===== src/rtl/mem_access_ctrl_if.sv =====
// Execute-stage request, memory bus and load-return signals of the memory access controller.
// The slave modport is the controller's view; the master modport is the surrounding pipeline/bus.
interface mem_access_ctrl_if #(
  parameter int XLEN = 32
);
  logic            i_valid;
  logic            i_isLoad;
  logic            i_isStore;
  logic [2:0]      i_funct3;
  logic [XLEN-1:0] i_addr;
  logic [XLEN-1:0] i_storeData;
  logic            o_stall;
  logic            o_busReq;
  logic            o_busWe;
  logic [XLEN-1:0] o_busAddr;
  logic [3:0]      o_busByteEn;
  logic [XLEN-1:0] o_busWdata;
  logic            i_busAck;
  logic [XLEN-1:0] i_busRdata;
  logic            o_loadValid;
  logic [XLEN-1:0] o_loadData;
  logic [2:0]      o_loadFunct3;
  logic            o_fault;
  logic            o_busErr;

  modport slave (
    input  i_valid, i_isLoad, i_isStore, i_funct3, i_addr, i_storeData, i_busAck, i_busRdata,
    output o_stall, o_busReq, o_busWe, o_busAddr, o_busByteEn, o_busWdata,
           o_loadValid, o_loadData, o_loadFunct3, o_fault, o_busErr
  );

  modport master (
    output i_valid, i_isLoad, i_isStore, i_funct3, i_addr, i_storeData, i_busAck, i_busRdata,
    input  o_stall, o_busReq, o_busWe, o_busAddr, o_busByteEn, o_busWdata,
           o_loadValid, o_loadData, o_loadFunct3, o_fault, o_busErr
  );
endinterface


===== src/rtl/mem_access_ctrl.sv =====
// RV32 load/store unit front end: alignment checking, one word-aligned bus transaction per op,
// bus-wait timeout, and lane-0-aligned raw load return for the downstream extension stage.
module mem_access_ctrl #(
  parameter int XLEN    = 32,
  parameter int TIMEOUT = 255
) (
  input logic              i_clk,
  input logic              i_rst,
  mem_access_ctrl_if.slave bus
);
  typedef enum logic {IDLE, BUS} state_e;

  localparam int              CNT_W    = 10;
  localparam logic [CNT_W-1:0] CNT_LAST = CNT_W'(TIMEOUT - 1);

  state_e          state_q, state_d;
  logic [CNT_W-1:0] cnt_q, cnt_d;
  logic            req_q, req_d;
  logic            we_q, we_d;
  logic [XLEN-1:0] addr_q, addr_d;
  logic [XLEN-1:0] wdata_q, wdata_d;
  logic [3:0]      be_q, be_d;
  logic [1:0]      off_q, off_d;
  logic [2:0]      f3_q, f3_d;
  logic            is_load_q, is_load_d;
  logic            lvalid_q, lvalid_d;
  logic [XLEN-1:0] ldata_q, ldata_d;
  logic [2:0]      lf3_q, lf3_d;
  logic            fault_q, fault_d;
  logic            err_q, err_d;
  logic            accept;
  logic            misfit;

  function automatic logic [3:0] byte_en(input logic [1:0] sz, input logic [1:0] off);
    case (sz)
      2'd0:    byte_en = 4'b0001 << off;
      2'd1:    byte_en = 4'b0011 << {off[1], 1'b0};
      default: byte_en = 4'b1111;
    endcase
  endfunction

  function automatic logic [XLEN-1:0] store_lanes(input logic [1:0] sz, input logic [XLEN-1:0] d);
    case (sz)
      2'd0:    store_lanes = {4{d[7:0]}};
      2'd1:    store_lanes = {2{d[15:0]}};
      default: store_lanes = d;
    endcase
  endfunction

  // Unsigned widths (4/5) are only meaningful for loads.
  always_comb begin
    case (bus.i_funct3)
      3'd0:    misfit = 1'b0;
      3'd1:    misfit = bus.i_addr[0];
      3'd2:    misfit = |bus.i_addr[1:0];
      3'd4:    misfit = bus.i_isStore;
      3'd5:    misfit = bus.i_isStore | bus.i_addr[0];
      default: misfit = 1'b1;
    endcase
  end

  assign accept = !i_rst && (state_q == IDLE) && bus.i_valid && (bus.i_isLoad ^ bus.i_isStore);

  always_comb begin
    state_d   = state_q;
    cnt_d     = cnt_q;
    req_d     = req_q;
    we_d      = we_q;
    addr_d    = addr_q;
    wdata_d   = wdata_q;
    be_d      = be_q;
    off_d     = off_q;
    f3_d      = f3_q;
    is_load_d = is_load_q;
    ldata_d   = ldata_q;
    lf3_d     = lf3_q;
    lvalid_d  = 1'b0;
    fault_d   = 1'b0;
    err_d     = 1'b0;
    case (state_q)
      IDLE: begin
        if (accept) begin
          if (misfit) begin
            fault_d = 1'b1;
          end else begin
            state_d   = BUS;
            cnt_d     = '0;
            req_d     = 1'b1;
            we_d      = bus.i_isStore;
            addr_d    = {bus.i_addr[XLEN-1:2], 2'b00};
            be_d      = byte_en(bus.i_funct3[1:0], bus.i_addr[1:0]);
            wdata_d   = bus.i_isStore ? store_lanes(bus.i_funct3[1:0], bus.i_storeData) : '0;
            off_d     = bus.i_addr[1:0];
            f3_d      = bus.i_funct3;
            is_load_d = bus.i_isLoad;
          end
        end
      end
      BUS: begin
        // An ack on the final allowed wait cycle still completes normally.
        if (bus.i_busAck) begin
          state_d = IDLE;
          req_d   = 1'b0;
          we_d    = 1'b0;
          if (is_load_q) begin
            lvalid_d = 1'b1;
            ldata_d  = bus.i_busRdata >> {off_q, 3'b000};
            lf3_d    = f3_q;
          end
        end else if (cnt_q == CNT_LAST) begin
          state_d = IDLE;
          req_d   = 1'b0;
          we_d    = 1'b0;
          err_d   = 1'b1;
        end else begin
          cnt_d = cnt_q + 1'b1;
        end
      end
      default: state_d = IDLE;
    endcase
  end

  always_ff @(posedge i_clk) begin
    if (i_rst) begin
      state_q   <= IDLE;
      cnt_q     <= '0;
      req_q     <= 1'b0;
      we_q      <= 1'b0;
      addr_q    <= '0;
      wdata_q   <= '0;
      be_q      <= '0;
      off_q     <= '0;
      f3_q      <= '0;
      is_load_q <= 1'b0;
      lvalid_q  <= 1'b0;
      ldata_q   <= '0;
      lf3_q     <= '0;
      fault_q   <= 1'b0;
      err_q     <= 1'b0;
    end else begin
      state_q   <= state_d;
      cnt_q     <= cnt_d;
      req_q     <= req_d;
      we_q      <= we_d;
      addr_q    <= addr_d;
      wdata_q   <= wdata_d;
      be_q      <= be_d;
      off_q     <= off_d;
      f3_q      <= f3_d;
      is_load_q <= is_load_d;
      lvalid_q  <= lvalid_d;
      ldata_q   <= ldata_d;
      lf3_q     <= lf3_d;
      fault_q   <= fault_d;
      err_q     <= err_d;
    end
  end

  assign bus.o_stall      = !i_rst && (accept || (state_q == BUS));
  assign bus.o_busReq     = req_q;
  assign bus.o_busWe      = we_q;
  assign bus.o_busAddr    = addr_q;
  assign bus.o_busByteEn  = be_q;
  assign bus.o_busWdata   = wdata_q;
  assign bus.o_loadValid  = lvalid_q;
  assign bus.o_loadData   = ldata_q;
  assign bus.o_loadFunct3 = lf3_q;
  assign bus.o_fault      = fault_q;
  assign bus.o_busErr     = err_q;
endmodule


===== src/flat_wrapper.sv =====
// flat-port wrapper written by rule: the top's interface ports become plain ports
module mem_access_ctrl_flat 
#(
  parameter int XLEN    = 32,
  parameter int TIMEOUT = 255
)
  (i_clk, i_rst, bus_i_valid, bus_i_isLoad, bus_i_isStore, bus_i_funct3, bus_i_addr, bus_i_storeData, bus_i_busAck, bus_i_busRdata, bus_o_stall, bus_o_busReq, bus_o_busWe, bus_o_busAddr, bus_o_busByteEn, bus_o_busWdata, bus_o_loadValid, bus_o_loadData, bus_o_loadFunct3, bus_o_fault, bus_o_busErr);
  mem_access_ctrl_if #(.XLEN(XLEN)) bus_i ();
  input logic i_clk;
  input logic i_rst;
  input wire logic [$bits(bus_i.i_valid)-1:0] bus_i_valid;
  input wire logic [$bits(bus_i.i_isLoad)-1:0] bus_i_isLoad;
  input wire logic [$bits(bus_i.i_isStore)-1:0] bus_i_isStore;
  input wire logic [$bits(bus_i.i_funct3)-1:0] bus_i_funct3;
  input wire logic [$bits(bus_i.i_addr)-1:0] bus_i_addr;
  input wire logic [$bits(bus_i.i_storeData)-1:0] bus_i_storeData;
  input wire logic [$bits(bus_i.i_busAck)-1:0] bus_i_busAck;
  input wire logic [$bits(bus_i.i_busRdata)-1:0] bus_i_busRdata;
  output wire logic [$bits(bus_i.o_stall)-1:0] bus_o_stall;
  output wire logic [$bits(bus_i.o_busReq)-1:0] bus_o_busReq;
  output wire logic [$bits(bus_i.o_busWe)-1:0] bus_o_busWe;
  output wire logic [$bits(bus_i.o_busAddr)-1:0] bus_o_busAddr;
  output wire logic [$bits(bus_i.o_busByteEn)-1:0] bus_o_busByteEn;
  output wire logic [$bits(bus_i.o_busWdata)-1:0] bus_o_busWdata;
  output wire logic [$bits(bus_i.o_loadValid)-1:0] bus_o_loadValid;
  output wire logic [$bits(bus_i.o_loadData)-1:0] bus_o_loadData;
  output wire logic [$bits(bus_i.o_loadFunct3)-1:0] bus_o_loadFunct3;
  output wire logic [$bits(bus_i.o_fault)-1:0] bus_o_fault;
  output wire logic [$bits(bus_i.o_busErr)-1:0] bus_o_busErr;
  assign bus_i.i_valid = bus_i_valid;
  assign bus_i.i_isLoad = bus_i_isLoad;
  assign bus_i.i_isStore = bus_i_isStore;
  assign bus_i.i_funct3 = bus_i_funct3;
  assign bus_i.i_addr = bus_i_addr;
  assign bus_i.i_storeData = bus_i_storeData;
  assign bus_i.i_busAck = bus_i_busAck;
  assign bus_i.i_busRdata = bus_i_busRdata;
  assign bus_o_stall = bus_i.o_stall;
  assign bus_o_busReq = bus_i.o_busReq;
  assign bus_o_busWe = bus_i.o_busWe;
  assign bus_o_busAddr = bus_i.o_busAddr;
  assign bus_o_busByteEn = bus_i.o_busByteEn;
  assign bus_o_busWdata = bus_i.o_busWdata;
  assign bus_o_loadValid = bus_i.o_loadValid;
  assign bus_o_loadData = bus_i.o_loadData;
  assign bus_o_loadFunct3 = bus_i.o_loadFunct3;
  assign bus_o_fault = bus_i.o_fault;
  assign bus_o_busErr = bus_i.o_busErr;
  mem_access_ctrl #(.XLEN(XLEN), .TIMEOUT(TIMEOUT)) u_core (.i_clk(i_clk), .i_rst(i_rst), .bus(bus_i));
endmodule

===== config.mk =====
export PLATFORM = sky130hd
export DESIGN_NAME = mem_access_ctrl_flat
export DESIGN_NICKNAME = d
export VERILOG_FILES = /design/src/rtl/mem_access_ctrl_if.sv /design/src/rtl/mem_access_ctrl.sv /design/src/flat_wrapper.sv
export SDC_FILE = /design/constraint.sdc
export NUM_CORES = 1
export LEC_CHECK = 0
export BUFFER_PORTS_ARGS = -buffer_cell sky130_fd_sc_hd__buf_4
export CORE_MARGIN = 4
export CORE_UTILIZATION = 44
export DETAILED_ROUTE_END_ITERATION = 10
export GPL_ROUTABILITY_DRIVEN = 0
export MAX_ROUTING_LAYER = met4
export PLACE_DENSITY = 0.77
export SYNTH_ARGS = -nofsm -noshare
export SYNTH_HDL_FRONTEND = slang
export SYNTH_SLANG_ARGS = --single-unit

===== constraint.sdc =====
create_clock -name i_clk -period 1.8 [get_ports i_clk]
set_input_delay 0.36 -clock i_clk [delete_from_list [all_inputs] [get_ports i_clk]]
set_output_delay 0.36 -clock i_clk [all_outputs]
set_load 0.01 [all_outputs]

Word-level counts from Yosys, hierarchy flattened
Index checks and enable logic that the tools add are counted.
{"block": "op_classes", "div": 0, "n_shift": 3, "order_cmp": 0, "add_sub_neg": 1, "bitwise": 6, "n_mux": 25, "reduce_logical": 16, "multipliers": 0, "eq_ne": 11}
{"op": "32-bit one-hot mux with 2 select lines", "n": 1}
{"op": "10-bit two-way mux", "n": 4}
{"op": "32-bit two-way mux", "n": 1}
{"op": "32-bit by 5-bit right shift with 32-bit output", "n": 1}
{"op": "10-bit one-hot mux with 2 select lines", "n": 1}
{"op": "1-bit two-way mux", "n": 13}
{"op": "10-bit by 1-bit adder with 10-bit output, second input constant", "n": 1}
{"op": "10-bit by 8-bit == test with 1-bit output, second input constant", "n": 1}
{"op": "3-bit AND reduction", "n": 3}
{"op": "3-bit OR reduction", "n": 3}
{"op": "4-bit one-hot mux with 2 select lines", "n": 1}
{"op": "3-bit == test, second input constant", "n": 2}
{"op": "2-bit != test, second input constant", "n": 3}
{"op": "1-bit one-hot mux with 2 select lines", "n": 3}
{"op": "1-bit one-hot mux with 5 select lines", "n": 1}
{"op": "1-bit logical AND", "n": 4}
{"op": "1-bit inverter", "n": 4}
{"op": "4-bit AND reduction", "n": 1}
{"op": "1-bit by 2-bit << shifter with 4-bit output, first input constant", "n": 1}
{"op": "2-bit by 2-bit << shifter with 4-bit output, first input constant", "n": 1}
{"op": "3-bit by 1-bit == test with 1-bit output, second input constant", "n": 1}
{"op": "3-bit by 2-bit == test with 1-bit output, second input constant", "n": 1}
{"op": "3-bit zero test", "n": 1}
{"op": "3-bit != test, second input constant", "n": 1}
{"op": "8 further kinds", "n": 8}
{"block": "totals", "output_inout_bits": 109, "romBits": 0, "latch_bits": 0, "inputBits": 105, "memories": 0, "wordCells": 77, "ram_bits": 0, "register_bits": 123}

Longest topological paths before layout
Gate-level depths: netlist of the first run.
{"block": "logic_depth", "word_depth": 6, "mapped_depth": 8}

Least setup slack after synthesis of the first run
Ideal clock, no wire load.
{"block": "synth_path", "path_kind": "register to register", "start": "register u_core.cnt_q[0]", "end": "register u_core.cnt_q[3]", "path_buffers": 0, "setup_slack_ns": 0.105, "arrival_time_ns": 1.578, "t_required_ns": 1.683, "stages_incl_launch_ff": 7, "cell_sequence": "dfxtp_1 > inv_1 > ha_1 > or3b_2 > o311ai_0 > a21o_1 > a21oi_1"}
{"block": "synth_via", "elab_chain_len": 4, "elab_cells_between_ends": 7}
{"item": "start, declared", "line_no": "mem_access_ctrl.sv:17", "source": "logic [CNT_W-1:0] cnt_q, cnt_d;"}
{"item": "start signal, assigned", "line_no": "mem_access_ctrl.sv:142", "source": "cnt_q <= cnt_d;"}
{"item": "10-bit by 1-bit adder with 10-bit output", "line_no": "mem_access_ctrl.sv:116", "source": "cnt_d = cnt_q + 1'b1;"}
{"item": "10-bit two-way mux", "line_no": "mem_access_ctrl.sv:110", "source": "end else if (cnt_q == CNT_LAST) begin"}
{"item": "10-bit two-way mux", "line_no": "mem_access_ctrl.sv:101", "source": "if (bus.i_busAck) begin"}
{"item": "10-bit one-hot mux with 2 select lines", "line_no": "mem_access_ctrl.sv:80", "source": "case (state_q)"}
Several ways; a longest one is shown, not always the timed one. The select of a mux whose other input is x is not followed.
A chain may end at the register's enable or synchronous reset.

Final worst setup path of the first run
{"block": "layout_path", "start": "register u_core.state_q", "end": "output port bus_o_stall"}
{"block": "layout_via", "elab_chain_len": 6}
{"item": "start, declared", "line_no": "mem_access_ctrl.sv:16", "source": "state_e state_q, state_d;"}
{"item": "start signal, assigned", "line_no": "mem_access_ctrl.sv:141", "source": "state_q <= state_d;"}
{"item": "1-bit inverter (no line)"}
{"item": "1-bit logical AND (3 in series)", "line_no": "mem_access_ctrl.sv:62", "source": "assign accept = !i_rst && (state_q == IDLE) && bus.i_valid && (bus.i_isLoad ^ bus.i_isStore);"}
{"item": "1-bit logical OR (*)", "line_no": "mem_access_ctrl.sv:159", "source": "assign bus.o_stall = !i_rst && (accept || (state_q == BUS));"}
{"item": "1-bit logical AND (*)", "line_no": "mem_access_ctrl.sv:159"}
{"item": "end, declared", "line_no": "flat_wrapper.sv:19", "source": "output wire logic [$bits(bus_i.o_stall)-1:0] bus_o_stall;"}
Every way passes the cells marked *; elsewhere a longest branch is shown, timed or not.

==> results of run 1 <==
-- critical path, stage by stage, from the launching register on --
cell     delay, ns
dfxtp_2       0.34
nor3b_4       0.27
nand2_2       0.12
a21oi_2       0.13
buf_4         0.13
-- cell families after synthesis --
group,count (synthesis)
adder cells (fa/ha/maj),2
multiplexers,51
buffers and inverters,65
AND/OR/NAND/NOR,281
flip-flops,123
AO/OA/AOI/OAI,155
XOR/XNOR,1
other,1
-- registers in the layout, indices dropped and copies added (netlist names), 2 cells and up --
name,count
u_core.f3_q,3
u_core.cnt_q,10
u_core.bus.o_busWdata,32
u_core.bus.o_busAddr,30
u_core.off_q,2
u_core.bus.o_loadData,32
u_core.bus.o_busByteEn,4
u_core.bus.o_loadFunct3,3
-- worst min-delay path by stage --
stage                                            end                 startpoint
after floorplan           u_core.bus.o_loadFunct3[0]             u_core.f3_q[0]
after global placement     u_core.bus.o_busWdata[23]  u_core.bus.o_busWdata[23]
after detailed placement   u_core.bus.o_loadData[29]  u_core.bus.o_loadData[29]
after CTS                   u_core.bus.o_busAddr[31]             bus_i_addr[31]
after global routing        u_core.bus.o_busAddr[13]             bus_i_addr[13]
final                       u_core.bus.o_busAddr[11]             bus_i_addr[11]
-- cell usage after synthesis, types with 7 or more instances --
cell,n
a211oi_1,10
a21oi_1,105
buf_2,18
buf_4,7
clkbuf_1,31
dfxtp_1,123
mux2_2,24
mux2i_1,27
nand2_1,149
nand3_1,52
nor2_1,35
nor3_1,23
o211ai_1,9
o21ai_0,11
-- power groups by stage --
stage,sequential [uW],combinational (uW),clock [uW]
floorplan,2840,264,0
global placement,2830,605,0
detailed placement,2830,610,0
CTS,2770,618,3730
global route,2770,674,3880
finish,2770,622,3690
-- through the flow --
stage	setup WS [ns]	setup TNS (ns)
after floorplan	0.105	0
after CTS	0.00484	0
after global routing	-0.0281	-0.0288
after global placement	0.0184	0
final	0.0434	0
after detailed placement	-0.0261	-0.0475
-- final cells by class --
type	instances	area [um^2]	area share
multi-input combinational	492	2790	0.348
sequential	123	2460	0.307
clock inverter	6	133	0.0165
inverter	5	18.8	0.00234
clock buffer	24	512	0.0637
timing repair buffer	245	1900	0.237
tap	168	210	0.0262
-- routing by layer --
metal	up-vias	track usage
met3	40	0.0636
met2	233	0.377
met4	0	0.116
li1	2756	-
met5	-	-
met1	2525	0.298
-- repair_timing --
action	in CTS	in global routing
setup buffers	1	0
gates resized for setup	3	6
gates cloned	0	0
pin swaps	1	3
setup endpoints to repair	2	6
==> results.yml, run 1 <==
sta:
  max_freq_ghz: 0.569
  fin_hold_ws_ns: 0.208
  tightest_slew_ns: 0.613
  setup_viol: 0
  fin_crit_sh: 0.976
  skew_ns: 0.00852
  period_minus_slack_ns: 1.76
  finalHoldViolations: 0
  slew_viol_final: 0
  relSlewSlack: 0.591
  rsz0062_at_grt: "true"
logic_synthesis:
  synth_top_cell_area_share: 0.447
  synth-simple-area-share: 0.224
  synthMuxAreaShare: 0.0982
  synth_top_family_by_area: "simple AND/OR/NAND/NOR gates"
  synthXorXnorAreaFrac: 0.00159
  synth_compound_area_frac: 0.167
  synth_flop_cell: "dfxtp_1"
  synth_area_um2: 5500
  synth_edf_count: 0
  synth_seq_cells: 123
  ys_seq_area_frac: 0.447
  synthCells: 679
  synth_area_leaders: "dfxtp_1 45%, nand2_1 10%, a21oi_1 9.5%"
  ys_types: 46
  synthAdderAreaFrac: 0.00455
  yosysWarnings: 0
  syn_avg_cell_area_um2: 8.10
  yosysTopAreaCell: "dfxtp_1"
  async_flop_share: 0
critical_path:
  reg2regPathDepth: 7
  required_ns: 1.44
  crit_start: "u_core.state_q"
  endpoint: "bus_o_stall"
  r2r_start: "u_core.state_q"
  r2r_end: "u_core.cnt_q[5]"
  critPathCaptureType: "primary output"
  worst-setup-path-type: "reg2out"
  worstPathArrival_ns: 1.40
  worstSetupStartpointType: "flip-flop"
  critPathMaxFanout: 3
  r2r_slack_ns: 0.07
routing:
  vias: 5554
  wl_met1_um: 7220
  viasPerCell: 5.22
  drcViolationCount: 0
  ant_nets: 0
  topRoutingLayerUsed: "met4"
  drtIter0Drc: 436
  avgRoutedWirePerCell_um: 16.2
  drt-pass1-iter-count: 5
  wl_met2_um: 8050
  wl_met3_um: 1350
  wirelength_um: 17200
pwr:
  total_power_uw: 7080
  power_frac_clock: 0.521
  power.density_nw_per_um2: 882
  ir_drop_mv: 0.614
  p_sw_frac: 0.211
  p_int_uw: 5590
  power_switching_uw: 1490
  seq_power_share: 0.391
  p_leak_uw: 0.00324
  p_comb_frac: 0.088
cells_and_area:
  stdcell_count: 1063
  drive_gt1_frac: 0.349
  final_common_cell: "buf_4"
  fin_util: 0.663
  diodes: 0
  syn2layout_area_growth_pct: 45.9
  finalNetCount: 991
  final_area_um2: 8030
  fillCellCount: 1037
  layout_common_cells: "240 x buf_4, 148 x nand2_1, 122 x dfxtp_1"
floorplanning:
  io_pins: 214
  core_area_um2: 12100
  initial_utilization: 0.454
  die-area_um2: 14400
  die_y_um: 120
  rows: 40
  die_w_um: 120
grt:
  grt_overflow: 0
  track_usage: 0.244
  antenna_found_initial: 0
  first_global_vias: 5429
  grt_pass1_wl_um: 27400
  grt_max_degree: 50
clock_network:
  clock_sinks: 123
  clk-insertion-delay-late_ns: 0.40
  cts_hold_buf: 0
  cts-root-buf: "clkbuf_16"
  cts_buffers: 17
  cts_max_level: 4
  cts_buffer_depth: 2
  clkTransAtPathRegs_ns: 0.05
  cts_tree: "built"
worst_hold_path:
  whs_path_depth: 3
  hp-class: "in2reg"
placement:
  port-buffer-count: 211
  place_inst: 1032
  hpwl_um: 12300
  dpl_cell_area_um2: 7330
flow_run:
  cap_violations: 0
status:
  status: "completed"
No activity file was read; power rests on OpenSTA's default activity.
==> inputs of run 2 (changes only) <==
--- a/config.mk
+++ b/config.mk
@@ -7,11 +7,13 @@
 export LEC_CHECK = 0
 export BUFFER_PORTS_ARGS = -buffer_cell sky130_fd_sc_hd__buf_4
 export CORE_MARGIN = 4
-export CORE_UTILIZATION = 44
+export CORE_UTILIZATION = 46
+export CTS_BUF_LIST = sky130_fd_sc_hd__clkbuf_4
 export DETAILED_ROUTE_END_ITERATION = 10
 export GPL_ROUTABILITY_DRIVEN = 0
 export MAX_ROUTING_LAYER = met4
-export PLACE_DENSITY = 0.77
+export PLACE_DENSITY = 0.8
+export SETUP_SLACK_MARGIN = 0.4
 export SYNTH_ARGS = -nofsm -noshare
 export SYNTH_HDL_FRONTEND = slang
 export SYNTH_SLANG_ARGS = --single-unit
==> run 2 against run 1 <==
Effect of this change:
- the flow now finishes with violations (setup timing)
- sequential power hardly changed
- count of clock-buffer cells in the layout is 4 lower
- first-iteration DRC count is 12% higher
- power is 20% lower
- wire length is 5.2% higher
- clock skew is 0.0067 ns higher
- critical path type unchanged
- highest routed layer unchanged
==> results.yml, run 2 (synthesis results as in run 1) <==
status:
  status: "finished with violations"
  violations: "setup timing"
routing:
  drt-pass1-iter-count: 5
  viasPerCell: 5.47
  ant_nets: 0
  drcViolationCount: 0
  drtIter0Drc: 489
  wl_met2_um: 8800
  topRoutingLayerUsed: "met4"
  wl_met3_um: 1440
  wl_met1_um: 7350
  wirelength_um: 18100
  avgRoutedWirePerCell_um: 17.2
  vias: 5749
clock_network:
  cts_buffer_depth: 2
  cts_max_level: 4
  clk-insertion-delay-late_ns: 0.53
  cts-root-buf: "clkbuf_4"
  clkTransAtPathRegs_ns: 0.11
  clock_sinks: 123
  cts_buffers: 17
  cts_tree: "built"
sta:
  relSlewSlack: 0.619
  rsz0062_at_grt: "true"
  skew_ns: 0.0152
  max_freq_ghz: 0.518
  fin_crit_sh: 1.07
  period_minus_slack_ns: 1.93
  setup_viol: 30
  setup_ws_ns: -0.132
  setup_tns_ns: -1.66
  tightest_slew_ns: 0.572
  finalHoldViolations: 0
  slew_viol_final: 0
grt:
  grt_max_degree: 121
  track_usage: 0.257
  grt_pass1_wl_um: 28200
  grt_overflow: 0
  first_global_vias: 5472
  antenna_found_initial: 0
critical_path:
  r2r_start: "u_core.state_q"
  crit_start: "u_core.state_q"
  cp_slowest_cell: "dfxtp_2"
  crit_chain: "nor3b_2 > buf_4 > nand2_4 > a21oi_2 > buf_4"
  critPathCaptureType: "primary output"
  crit_family: "flip-flops"
  reg2regPathDepth: 8
  worst-setup-path-type: "reg2out"
  r2r_end: "u_core.cnt_q[6]"
  crit_top_cell: "buf_4"
  max_stage_delay_ns: 0.34
  crit_buf_inv: 2
  endpoint: "bus_o_stall"
  worstSetupStartpointType: "flip-flop"
  critPathMaxFanout: 2
  worstPathArrival_ns: 1.57
  r2r_slack_ns: -0.10
  required_ns: 1.44
  path_depth: 5
pwr:
  total_power_uw: 5630
  p_leak_uw: 0.00328
  power.density_nw_per_um2: 679
  ir_drop_mv: 0.458
floorplanning:
  core_area_um2: 11600
  rows: 39
  io_pins: 214
  initial_utilization: 0.476
  die_y_um: 117
  die_w_um: 117
  die-area_um2: 13800
cells_and_area:
  stdcell_count: 1051
  syn2layout_area_growth_pct: 50.9
  drive_gt1_frac: 0.452
  final_area_um2: 8300
  fillCellCount: 937
  diodes: 0
  layout_common_cells: "172 x buf_4, 147 x nand2_1, 98 x a21oi_1"
  finalNetCount: 1002
  final_common_cell: "buf_4"
worst_hold_path:
  hp-class: "in2reg"
flow_run:
  cap_violations: 0
placement:
  dpl_cell_area_um2: 7330
  hpwl_um: 11700
  port-buffer-count: 211
  preCtsSetupSlack_ns: 0.0245
  place_inst: 1000
run 2: changes by cell type in the layout (fill, tap and decap cells not counted), sizes merged:
cell	previous run	this run
buf	245	252
clkbuf	24	20
clkinv	1	5
clkinvlp	1	3
dlygate4sd3	0	2
a31o	1	2
bufbuf	0	1
run 2: final cells by class:
cell class	count	area (um^2)	area share
Clock buffer	20	150	0.0181
Clock inverter	12	173	0.0208
Inverter	5	18.8	0.00226
Multi-Input combinational cell	493	2930	0.352
Sequential cell	123	2550	0.307
Tap cell	143	179	0.0215
Timing Repair Buffer	255	2310	0.278
run 2: worst register-to-register path: stages, from the launching register on:
cell and delay (ns):
dfxtp_2 0.34, nor3b_2 0.21, buf_4 0.17, buf_4 0.11
buf_6 0.10, o211a_2 0.33, buf_4 0.21, o2111ai_2 0.12
a221oi_2 0.25
run 2: through the flow:
step / hold slack, ns / util
after floorplan: 0.432 / -
after global placement: 0.439 / 0.634
after detailed placement: 0.444 / 0.634
after CTS: 0.000491 / 0.703
after global routing: 0.00736 / 0.718
final: 0.0588 / 0.718
run 2: how the worst min path moves through the flow:
| stage | from | end | slack [ns] | cells after the start |
|---|---|---|---|---|
| after floorplan | u_core.f3_q[0] | u_core.bus.o_loadFunct3[0] | 0.43 | 2 |
| after global placement | u_core.bus.o_busWdata[23] | u_core.bus.o_busWdata[23] | 0.44 | 2 |
| after detailed placement | u_core.bus.o_busWdata[7] | u_core.bus.o_busWdata[7] | 0.44 | 2 |
| after CTS | bus_i_addr[26] | u_core.bus.o_busAddr[26] | 0.0005 | 3 |
| after global routing | bus_i_addr[11] | u_core.bus.o_busAddr[11] | 0.007 | 3 |
| final | bus_i_addr[17] | u_core.bus.o_busAddr[17] | 0.06 | 3 |
run 2: layer usage:
metal	global-route usage	vias up
met3	0.0784	42
met5	-	-
met4	0.0938	0
met1	0.309	2665
met2	0.410	257
li1	-	2785
run 2: timing repair:
item / 4_1_cts / 5_1_grt
hold buffers: 2 / 0
buffers inserted: 12 / 1
pin swaps: 13 / 2
endpoints found under the hold margin: 2 / 0
gates resized for setup: 105 / 60
gates cloned: 4 / 0
setup endpoints to repair: 197 / 199
run 2: report_power, final:
part | total (uW) | internal [uW] | switching, uW
clock network | 2190 | 1140 | 1050
logic | 670 | 343 | 328
registers | 2770 | 2750 | 17.8
==> inputs of run 3 (changes only) <==
--- a/config.mk
+++ b/config.mk
@@ -6,6 +6,7 @@
 export NUM_CORES = 1
 export LEC_CHECK = 0
 export BUFFER_PORTS_ARGS = -buffer_cell sky130_fd_sc_hd__buf_4
+export CORE_ASPECT_RATIO = 0.9
 export CORE_MARGIN = 4
 export CORE_UTILIZATION = 46
 export CTS_BUF_LIST = sky130_fd_sc_hd__clkbuf_4
==> run 3 against run 2 <==
Effect of this change:
- the flow still finishes with violations (setup timing)
- cell count rose by 4.6%
- via count up 6.6%
- clock power increased by 9.1%
- setup slack got worse by 0.16 ns
- core utilization grew 8.2 points
- sequential power about the same
- count of clock-buffer cells in the layout fell by 3
- clock skew is 0.011 ns higher
- sequential share of layout area fell by 2.7 points
- first-iteration DRC count increased by 48%
- critical endpoint is now u_core.bus.o_busWdata[30]
- largest cell class unchanged
==> results.yml, run 3 (synthesis results as in run 1) <==
critical_path:
  worstPathArrival_ns: 2.53
  critPathCaptureType: "flip-flop"
  crit_start: "u_core.state_q"
  max_stage_delay_ns: 0.38
  cp_slowest_cell: "dfxtp_4"
  crit_chain: "nor3b_4 > buf_4 > buf_6 > buf_6 > buf_6 > buf_6 > buf_6 > o211a_4 > buf_12 > buf_8 > buf_6 > nand3_2 > a21oi_1"
  crit_top_cell: "buf_6"
  required_ns: 2.24
  worst-setup-path-type: "reg2reg"
  worstSetupStartpointType: "flip-flop"
  crit_buf_inv: 9
  critPathMaxFanout: 6
  crit_family: "buffers and inverters"
  r2r_start: "u_core.state_q"
cells_and_area:
  diodes: 0
  stdcell_count: 1099
  final_common_cell: "buf_4"
  fin_util: 0.800
  layout_common_cells: "151 x buf_4, 137 x nand2_1, 118 x buf_6"
  drive_gt1_frac: 0.565
  fillCellCount: 673
  syn2layout_area_growth_pct: 68.2
  finalNetCount: 1037
routing:
  wirelength_um: 21200
  ant_nets: 0
  vias: 6129
  drt-pass1-iter-count: 5
  drcViolationCount: 0
  drtIter0Drc: 723
  avgRoutedWirePerCell_um: 19.3
  viasPerCell: 5.58
flow_run:
  cap_violations: 0
placement:
  hpwl_um: 12200
  preCtsSetupSlack_ns: -0.0257
  place_inst: 1021
  port-buffer-count: 211
floorplanning:
  initial_utilization: 0.475
  core_area_um2: 11600
  die-area_um2: 13800
  io_pins: 214
  die_w_um: 123
  rows: 37
  die_y_um: 112
clock_network:
  clkTransAtPathRegs_ns: 0.13
  cts_max_level: 4
  clock_sinks: 123
  clk-insertion-delay-late_ns: 0.53
  cts-root-buf: "clkbuf_4"
  cts_buffer_depth: 2
  cts_tree: "built"
  cts_buffers: 17
  cts_hold_buf: 0
pwr:
  total_power_uw: 5960
  power.density_nw_per_um2: 644
  ir_drop_mv: 0.512
  p_leak_uw: 0.00361
worst_hold_path:
  hp-start: "bus_i_addr[9]"
  hp-class: "in2reg"
grt:
  first_global_vias: 5781
  antenna_found_initial: 0
  grt_pass1_wl_um: 29400
  track_usage: 0.276
  grt_overflow: 0
  grt_max_degree: 121
status:
  violations: "setup timing"
  status: "finished with violations"
sta:
  finalHoldViolations: 0
  relSlewSlack: 0.602
  max_freq_ghz: 0.478
  tightest_slew_ns: 0.598
  setup_tns_ns: -13.57
  rsz0062_at_grt: "true"
  setup_viol: 77
  skew_ns: 0.0257
  period_minus_slack_ns: 2.09
  setup_ws_ns: -0.292
  slew_viol_final: 0
  fin_crit_sh: 1.16
## run 3: cell types whose count changed in the layout (fill, tap and decap cells not counted), moves of 5 or more
| cell | before | now |
|---|---|---|
| buf_6 | 71 | 118 |
| dfxtp_1 | 52 | 19 |
| dfxtp_2 | 71 | 102 |
| buf_4 | 172 | 151 |
| nand3_1 | 51 | 30 |
| nand3_2 | 1 | 20 |
| a21oi_1 | 98 | 88 |
| a21oi_2 | 6 | 16 |
| nand2_1 | 147 | 137 |
| nand2_2 | 0 | 8 |
| buf_12 | 5 | 10 |
## run 3: layout make-up
class                      instances  area [um^2]  share of cell area
multi-input combinational        492         3170               0.342
clock buffer                      17          128              0.0138
sequential                       123         2600               0.281
inverter                           5         21.3             0.00230
tap                              156          195              0.0211
timing repair buffer             291         2920               0.316
clock inverter                    15          224              0.0242
## run 3: report_power, final
group,internal [uW],total (uW),switching (uW)
clock network,1240,2390,1150
registers,2750,2780,24.3
logic,410,797,387
## run 3: path summary, 6_finish.rpt
kind | depth (start not counted) | slack (ns) | endpoint
max | 13 | -0.29 | u_core.bus.o_busWdata[30]
min | 3 | 0.05 | u_core.bus.o_busAddr[9]
max reg2reg | 13 | -0.29 | u_core.bus.o_busWdata[30]
min reg2reg | 2 | 0.45 | u_core.bus.o_loadFunct3[1]
## run 3: repair_timing
item / CTS / global route
pin swaps: 47 / 14
gates resized for setup: 94 / 224
cloned: 5 / 2
setup buffers: 28 / 11
endpoints found under the hold margin: 0 / 0
endpoints found under the setup margin: 101 / 206
## run 3: worst min-delay path: stages
cell and delay [ns]:
buf_4 0.11, nand2_1 0.04, a21oi_1 0.05
## run 3: through the flow
step           cell area, um^2  hold WS [ns]
2_1_floorplan             5650         0.432
3_3_place_gp              7420         0.439
3_5_place_dp              7420         0.445
4_1_cts                   8480        0.0342
5_1_grt                   9260        0.0117
6_report                  9260        0.0531
## run 3: per-layer routing
metal  up-vias  share of wire  GRT usage
li1       2860              -          -
met1      2909           0.39      0.329
met2       306           0.48      0.430
met3        54          0.092     0.0858
met4         0          0.033      0.112
met5         -              0          -
